$ cat src/rtl/alu_issue_ctrl.sv
// alu_issue_ctrl: issue/writeback sequencer that feeds an 8-bit ALU from an 8x8 register file
// Ports:
//   i_clk, i_reset         clock, synchronous active-high reset
//   i_instruction          OP[31:24] DEST[23:16] SRC1[15:8] SRC2/IMM[7:0]
//   i_instr_valid          instruction valid; o_instr_ready accepts it
//   o_alu_data1/2          ALU operands, held from accept until the next legal accept
//   o_alu_select           ALU function (000 fwd, 001 add, 010 and, 011 or)
//   i_alu_result           ALU output, sampled LAT_FWD/LAT_ADD edges after accept
//   o_wb_valid/addr/data   one-cycle writeback pulse with the register written
//   o_illegal              one-cycle pulse when an unsupported opcode is accepted
//   i_dbg_addr/o_dbg_data  combinational register file read
// Option: define ALU_ISSUE_SUB_EN to accept opcode 0x03 as sub (negated SRC2 with ALU add).
module alu_issue_ctrl #(
    parameter int LAT_FWD = 1,
    parameter int LAT_ADD = 2
) (
    input  logic        i_clk,
    input  logic        i_reset,
    input  logic [31:0] i_instruction,
    input  logic        i_instr_valid,
    output logic        o_instr_ready,
    output logic [7:0]  o_alu_data1,
    output logic [7:0]  o_alu_data2,
    output logic [2:0]  o_alu_select,
    input  logic [7:0]  i_alu_result,
    output logic        o_wb_valid,
    output logic [2:0]  o_wb_addr,
    output logic [7:0]  o_wb_data,
    output logic        o_illegal,
    input  logic [2:0]  i_dbg_addr,
    output logic [7:0]  o_dbg_data
);
    typedef enum logic [1:0] {IDLE, EXEC, WB} state_t;
    state_t     r_state;
    logic [7:0] r_regs [8];
    logic       r_ready, r_wb_valid, r_illegal;
    logic [7:0] r_d1, r_d2, r_wb_data;
    logic [2:0] r_sel, r_cnt, r_dest, r_wb_addr;
    logic [7:0] w_op, w_imm, w_rs1, w_rs2, w_d2;
    logic [2:0] w_dest, w_src1, w_src2, w_sel, w_lat;
    logic       w_legal, w_accept, w_unused;
    assign w_op     = i_instruction[31:24];
    assign w_dest   = i_instruction[18:16];
    assign w_src1   = i_instruction[10:8];
    assign w_src2   = i_instruction[2:0];
    assign w_imm    = i_instruction[7:0];
    assign w_unused = ^{i_instruction[23:19], i_instruction[15:11]};
    assign w_rs1    = r_regs[w_src1];
    assign w_rs2    = r_regs[w_src2];
`ifdef ALU_ISSUE_SUB_EN
    assign w_legal  = w_op <= 8'h05;
    assign w_d2     = (w_op == 8'h00) ? w_imm : (w_op == 8'h03) ? 8'h00 - w_rs2 : w_rs2;
`else
    assign w_legal  = (w_op <= 8'h05) && (w_op != 8'h03);
    assign w_d2     = (w_op == 8'h00) ? w_imm : w_rs2;
`endif
    assign w_sel    = (w_op == 8'h04) ? 3'b010 :
                      (w_op == 8'h05) ? 3'b011 :
                      (w_op == 8'h02 || w_op == 8'h03) ? 3'b001 : 3'b000;
    assign w_lat    = (w_sel == 3'b001) ? 3'(LAT_ADD) : 3'(LAT_FWD);
    assign w_accept = i_instr_valid && r_ready;
    always_ff @(posedge i_clk) begin
        if (i_reset) begin
            r_state    <= IDLE;
            r_ready    <= 1'b0;
            r_wb_valid <= 1'b0;
            r_illegal  <= 1'b0;
            r_d1       <= '0;
            r_d2       <= '0;
            r_sel      <= '0;
            r_cnt      <= '0;
            r_dest     <= '0;
            r_wb_addr  <= '0;
            r_wb_data  <= '0;
            for (int i = 0; i < 8; i++) r_regs[i] <= '0;
        end else begin
            r_wb_valid <= 1'b0;
            r_illegal  <= 1'b0;
            case (r_state)
                IDLE: begin
                    // Illegal opcodes leave the ALU ports alone and keep accepting.
                    r_ready   <= !(w_accept && w_legal);
                    r_illegal <= w_accept && !w_legal;
                    if (w_accept && w_legal) begin
                        r_d1    <= w_rs1;
                        r_d2    <= w_d2;
                        r_sel   <= w_sel;
                        r_cnt   <= w_lat;
                        r_dest  <= w_dest;
                        r_state <= EXEC;
                    end
                end
                EXEC: begin
                    if (r_cnt == 3'd1) begin
                        r_regs[r_dest] <= i_alu_result;
                        r_wb_addr      <= r_dest;
                        r_wb_data      <= i_alu_result;
                        r_wb_valid     <= 1'b1;
                        r_state        <= WB;
                    end else begin
                        r_cnt <= r_cnt - 3'd1;
                    end
                end
                WB: begin
                    r_ready <= 1'b1;
                    r_state <= IDLE;
                end
                default: r_state <= IDLE;
            endcase
        end
    end
    assign o_instr_ready = r_ready;
    assign o_alu_data1   = r_d1;
    assign o_alu_data2   = r_d2;
    assign o_alu_select  = r_sel;
    assign o_wb_valid    = r_wb_valid;
    assign o_wb_addr     = r_wb_addr;
    assign o_wb_data     = r_wb_data;
    assign o_illegal     = r_illegal;
    assign o_dbg_data    = r_regs[i_dbg_addr];
endmodule
$ cat config.mk
export PLATFORM = sky130hd
export DESIGN_NAME = alu_issue_ctrl
export DESIGN_NICKNAME = d
export VERILOG_FILES = /design/src/rtl/alu_issue_ctrl.sv
export SDC_FILE = /design/constraint.sdc
export NUM_CORES = 1
export LEC_CHECK = 0
export BUFFER_PORTS_ARGS = -buffer_cell sky130_fd_sc_hd__buf_2
export CORE_ASPECT_RATIO = 2
export CORE_UTILIZATION = 57
export DETAILED_ROUTE_END_ITERATION = 10
export PLACE_DENSITY = 0.86
export SYNTH_ARGS = -nofsm -noshare
export SYNTH_HDL_FRONTEND = slang
export SYNTH_SLANG_ARGS = --single-unit
$ cat constraint.sdc
create_clock -name i_clk -period 3.2 [get_ports i_clk]
set_clock_uncertainty 0.1 [all_clocks]
set_input_delay 0.32 -clock i_clk [delete_from_list [all_inputs] [get_ports i_clk]]
set_output_delay 0.32 -clock i_clk [all_outputs]
set_load 0.03 [all_outputs]
**Yosys cells after proc, flatten, opt, wreduce, memory -nomap -nowiden**

Memories as Yosys holds them, arrays and structs flattened. A register that Yosys moved wholly into a read port is not among the register bits.
Index checks and enable logic that the tools add are counted.

- Eq/ne operators: 12
- Magnitude comparators: 1
- Add/subtract/negate cells: 1
- Reductions and logical operators: 17
- Multiplexer cells: 21
- Bitwise logic cells: 1

Operators by type and width:

| kind | count |
|---|---|
| $eq 8x2->1 const B | 2 |
| $eq 8x3->1 const B | 2 |
| $mux 8 | 2 |
| $mux 2 | 5 |
| $mux 3 | 3 |
| $le 8x3->1 const B | 1 |
| $logic_not 8->1 | 1 |
| $mux 1 | 8 |
| $ne 8x2->1 const B | 1 |
| $reduce_or 8->1 | 1 |
| $ne 2x2->1 const B | 3 |
| $pmux 3 s2 | 1 |
| $reduce_and 2->1 | 3 |
| $eq 2x1->1 const B | 2 |
| $logic_and 1x1->1 | 4 |
| $pmux 2 s2 | 1 |
| $reduce_bool 2->1 | 2 |
| $eq 3x1->1 const B | 1 |
| $reduce_and 3->1 | 1 |
| $sub 3x1->3 const B | 1 |
| $eq 2x2->1 const B | 1 |
| $logic_not 1->1 | 2 |
| $logic_not 2->1 | 1 |
| $pmux 1 s2 | 1 |
| other kinds (3) | 3 |

- Output and inout port bits: 41
- Register bits: 33
- Logic and storage cells: 64
- Memories: 1
- Bits in writable memories: 64

Memories:

| memory | depth | width | rd ports | clocked after memory_dff | write ports | line | source |
|---|---|---|---|---|---|---|---|
| r_regs | 8 | 8 | 3 | 1 | 8 | 35 | `logic [7:0] r_regs [8];` |

**Longest topological paths before layout**

- Word-level depth: 9
- Mapped depth: 7
- Depth with buffers taken out: 6

**Least setup slack after synthesis**

No wires, ideal clock.

- Kind: register to register
- Start: reg r_cnt[0]
- End: mem r_regs[2][0] (enable)
- Cell stages (with the launch flop): 6
- Arrival: 1.847 ns
- Setup slack: 0.869 ns
- Buffers on the path: 1
- Period minus slack after synthesis: 2.331 ns
- Cell sequence: dfxtp_1 ha_1 nand4bb_1 or3_1 clkbuf_1 o21ai_0

RTL lines:

| what | line | source |
|---|---|---|
| from (decl) | 38 | `logic [2:0] r_sel, r_cnt, r_dest, r_wb_addr;` |
| from (signal assigned) | 88 | `r_cnt <= w_lat;` |
| from (signal assigned) | 101 | `r_cnt <= r_cnt - 3'd1;` |
| to (decl) | 35 |  |

==> results.yml <==
sta:
  finalMaxSlewViolations: 0
  fin_crit_ps: 2340
  hold_violations: 0
  fin_setup_tns_ps: 0
  relSlewSlack: 0.564
  rsz0062_at_grt: "false"
  setup_viol: 0
  fin_crit_sh: 0.733
  tightestPinTransition_ps: 651
  fmax_mhz: 427
setup_path:
  cp-startpoint: "r_cnt[0]$_SDFFE_PP0P_"
  cpLargestDelayFamily: "simple AND/OR/NAND/NOR gates"
  slowest_delay_ps: 560
  r2r-end: "r_regs[4][2]$_SDFFCE_PN0P_"
  endpoint_kind: "flip-flop"
  required_ps: 3310
  cp.arrival_ps: 2460
  rrSetupSlack_ps: 860
  cpMaxStageDelayCell: "nor2_1"
  path_max_fanout: 8
  startpoint_type: "flip-flop"
  worst-path-buf-inv: 0
  r2r_cells: 5
  rr_startpoint: "r_cnt[0]$_SDFFE_PP0P_"
  critical_path_class: "reg2reg"
  crit_chain: "ha_1, nand4bb_1, or3_1, nor2_1, and2_1"
synthesis:
  ys_seq_area_frac: 0.480
  synth_common_cells: "and2_1 (67), edfxtp_1 (64), mux4_2 (45), dfxtp_1 (40), nand2_1 (29)"
  synth_edf_count: 64
  synth_seq_cells: 104
  yosys.area.top_type_share: 0.338
  ys_warn_count: 0
  yosys-top-cells-area: "edfxtp_1 (34%), mux4_2 (18%), dfxtp_1 (14%)"
  synthDistinctLibCells: 47
  synth-xor-area-share: 0
  syn_inst: 453
  yosysTopAreaCell: "edfxtp_1"
  synth_compound_area_frac: 0.0954
  avgSynthCellArea_um2: 12.5
  synth_top_family_by_area: "multiplexers"
  synthArstFlopShare: 0
  synthAdderAreaFrac: 0.00441
  synthMuxAreaShare: 0.232
  synth-simple-area-share: 0.156
  ys.flop_type: "edfxtp_1"
  yosysMostFrequentCell: "and2_1"
  syn_area_um2: 5680
  synth_nets: 501
floorplanning:
  dieArea_um2: 10400
  ioPinCount: 87
  start_util: 0.585
  die_w_um: 72.6
  num_rows: 51
  die_h_um: 143
  core_um2: 9700
layout:
  nNetsFinal: 571
  drive_gt1_frac: 0.324
  stdcell_count: 660
  area_growth_pct: 13.9
  nFillCells: 743
  n_antenna_cell: 0
routing:
  post_drt_via_cell_ratio: 6.56
  drc: 0
  first_iter_violations: 487
  ant_nets: 0
  drtPass1Iterations: 5
  wirelength_mm: 15.1
  drt-wirelength-per-cell_um: 22.9
  routed-via-count: 4329
place:
  portBuffers: 75
  gp_congestion: 0.965
  hpwl_mm: 11.3
  dpl.cell_count: 644
grt:
  grt_usage: 0.304
  grt_pass1_vias: 4288
  grt_pass1_wl_mm: 22.7
  antenna_found_initial: 0
  grt_max_degree: 25
  overflow: 0
cts:
  cts_buffers: 9
  clock-root-buffer: "clkbuf_16"
  cts_resized: 0
  cts.sinks: 104
  cts_hold_buf: 0
  cts_max_level: 3
  insertion_delay_ps: 350
  clk_pin_slew_ps: 70
  post-cts-setup-buffers: 0
  cts_tree: "built"
  clk_path_buf_depth: 2
power:
  power_density_nw_per_um2: 445
  totalPowerFinal_w: 0.00288
  leakagePower_nw: 2.44
  vdd_ir_drop_max_mv: 0.415
hold_path:
  hold_path_depth: 3
  hp-class: "in2reg"
  hold_end: "r_dest[0]$_SDFFE_PP0P_"
  worstHoldStart: "i_instruction[16]"
status:
  status: "finished, final reports clean"
job:
  cap_viol_max_count: 0
==> registers in the layout (all words and copies together) (netlist names) <==
register	cells
o_alu_data2	8
r_state	2
r_cnt	3
o_wb_addr	3
o_alu_data1	8
o_instr_ready	1
r_regs	64
r_dest	3
o_alu_select	2
o_wb_data	8
o_illegal	1
o_wb_valid	1
==> where the power goes <==
group / internal [W] / switching (W)
Sequential: 0.00145 / 0.0000303
Combinational: 0.000150 / 0.000202
Clock: 0.000554 / 0.000490
==> per-stage QoR <==
step / worst slack, ps / hold WS, ps / instance area [µm²] / util
floorplan: 869 / 354 / 5680 / -
global placement: 947 / 343 / 6190 / 0.638
detailed placement: 910 / 349 / 6190 / 0.638
CTS: 889 / 123 / 6470 / 0.667
global route: 822 / 123 / 6470 / 0.667
finish: 855 / 123 / 6470 / 0.667
==> cell type report <==
type,count,area (µm²),area share
sequential,104,2720,0.421
multi-input combinational,309,2780,0.429
clock buffer,11,243,0.0375
timing repair buffer,90,488,0.0755
inverter,9,33.8,0.00522
tap,132,165,0.0255
clock inverter,5,37.5,0.00580
==> cell usage in the layout (no fill, tap or decap), types with 3 or more instances in the layout <==
cell	instances
buf_2	75
and2_1	67
edfxtp_1	64
mux4_2	45
dfxtp_1	40
nand2_1	29
mux2i_1	20
a21oi_1	19
a31oi_1	18
buf_4	15
a211oi_1	12
nor2_1	11
o21ai_0	10
inv_1	9
mux2_2	9
clkbuf_16	9
nor3_1	6
o311ai_0	6
o31ai_1	6
nand4_1	6
nand2b_1	5
or3_1	4
or2_2	3
a22o_1	3
==> routing by layer <==
metal / global-route usage / part of all wire / routed length, µm / vias to the layer above
li1: - / - / - / 1887
met5: 0 / 0 / 0 / -
met1: 0.314 / 0.33 / 5040 / 2115
met2: 0.531 / 0.54 / 8120 / 251
met4: 0.235 / 0.067 / 1010 / 0
met3: 0.0529 / 0.064 / 975 / 76
==> tightest hold or removal path, cell delays in order <==
cell     delay, ps
buf_2          100
nand4_1         60
a21oi_1         50
==> logic make-up (layout without fill, tap and decap cells) <==
group / count (synthesis) / count (layout)
AOI/OAI and AO/OA: 82 / 82
adders and majority gates: 2 / 2
buffers and inverters: 40 / 115
DFF: 104 / 104
muxes: 74 / 74
other: 1 / 1
and+or+nand+nor: 150 / 150
==> how the worst max path moves through the flow <==
stage                                      end  cells after the start
finish              r_regs[4][2]$_SDFFCE_PN0P_                      5
global route                     o_dbg_data[3]                      4
CTS                 r_regs[4][2]$_SDFFCE_PN0P_                      5
detailed placement               o_dbg_data[3]                      4
global placement                 o_dbg_data[1]                      4
floorplan           r_regs[2][0]$_SDFFCE_PN0P_                      5
Power figures use the tool's default switching activity.
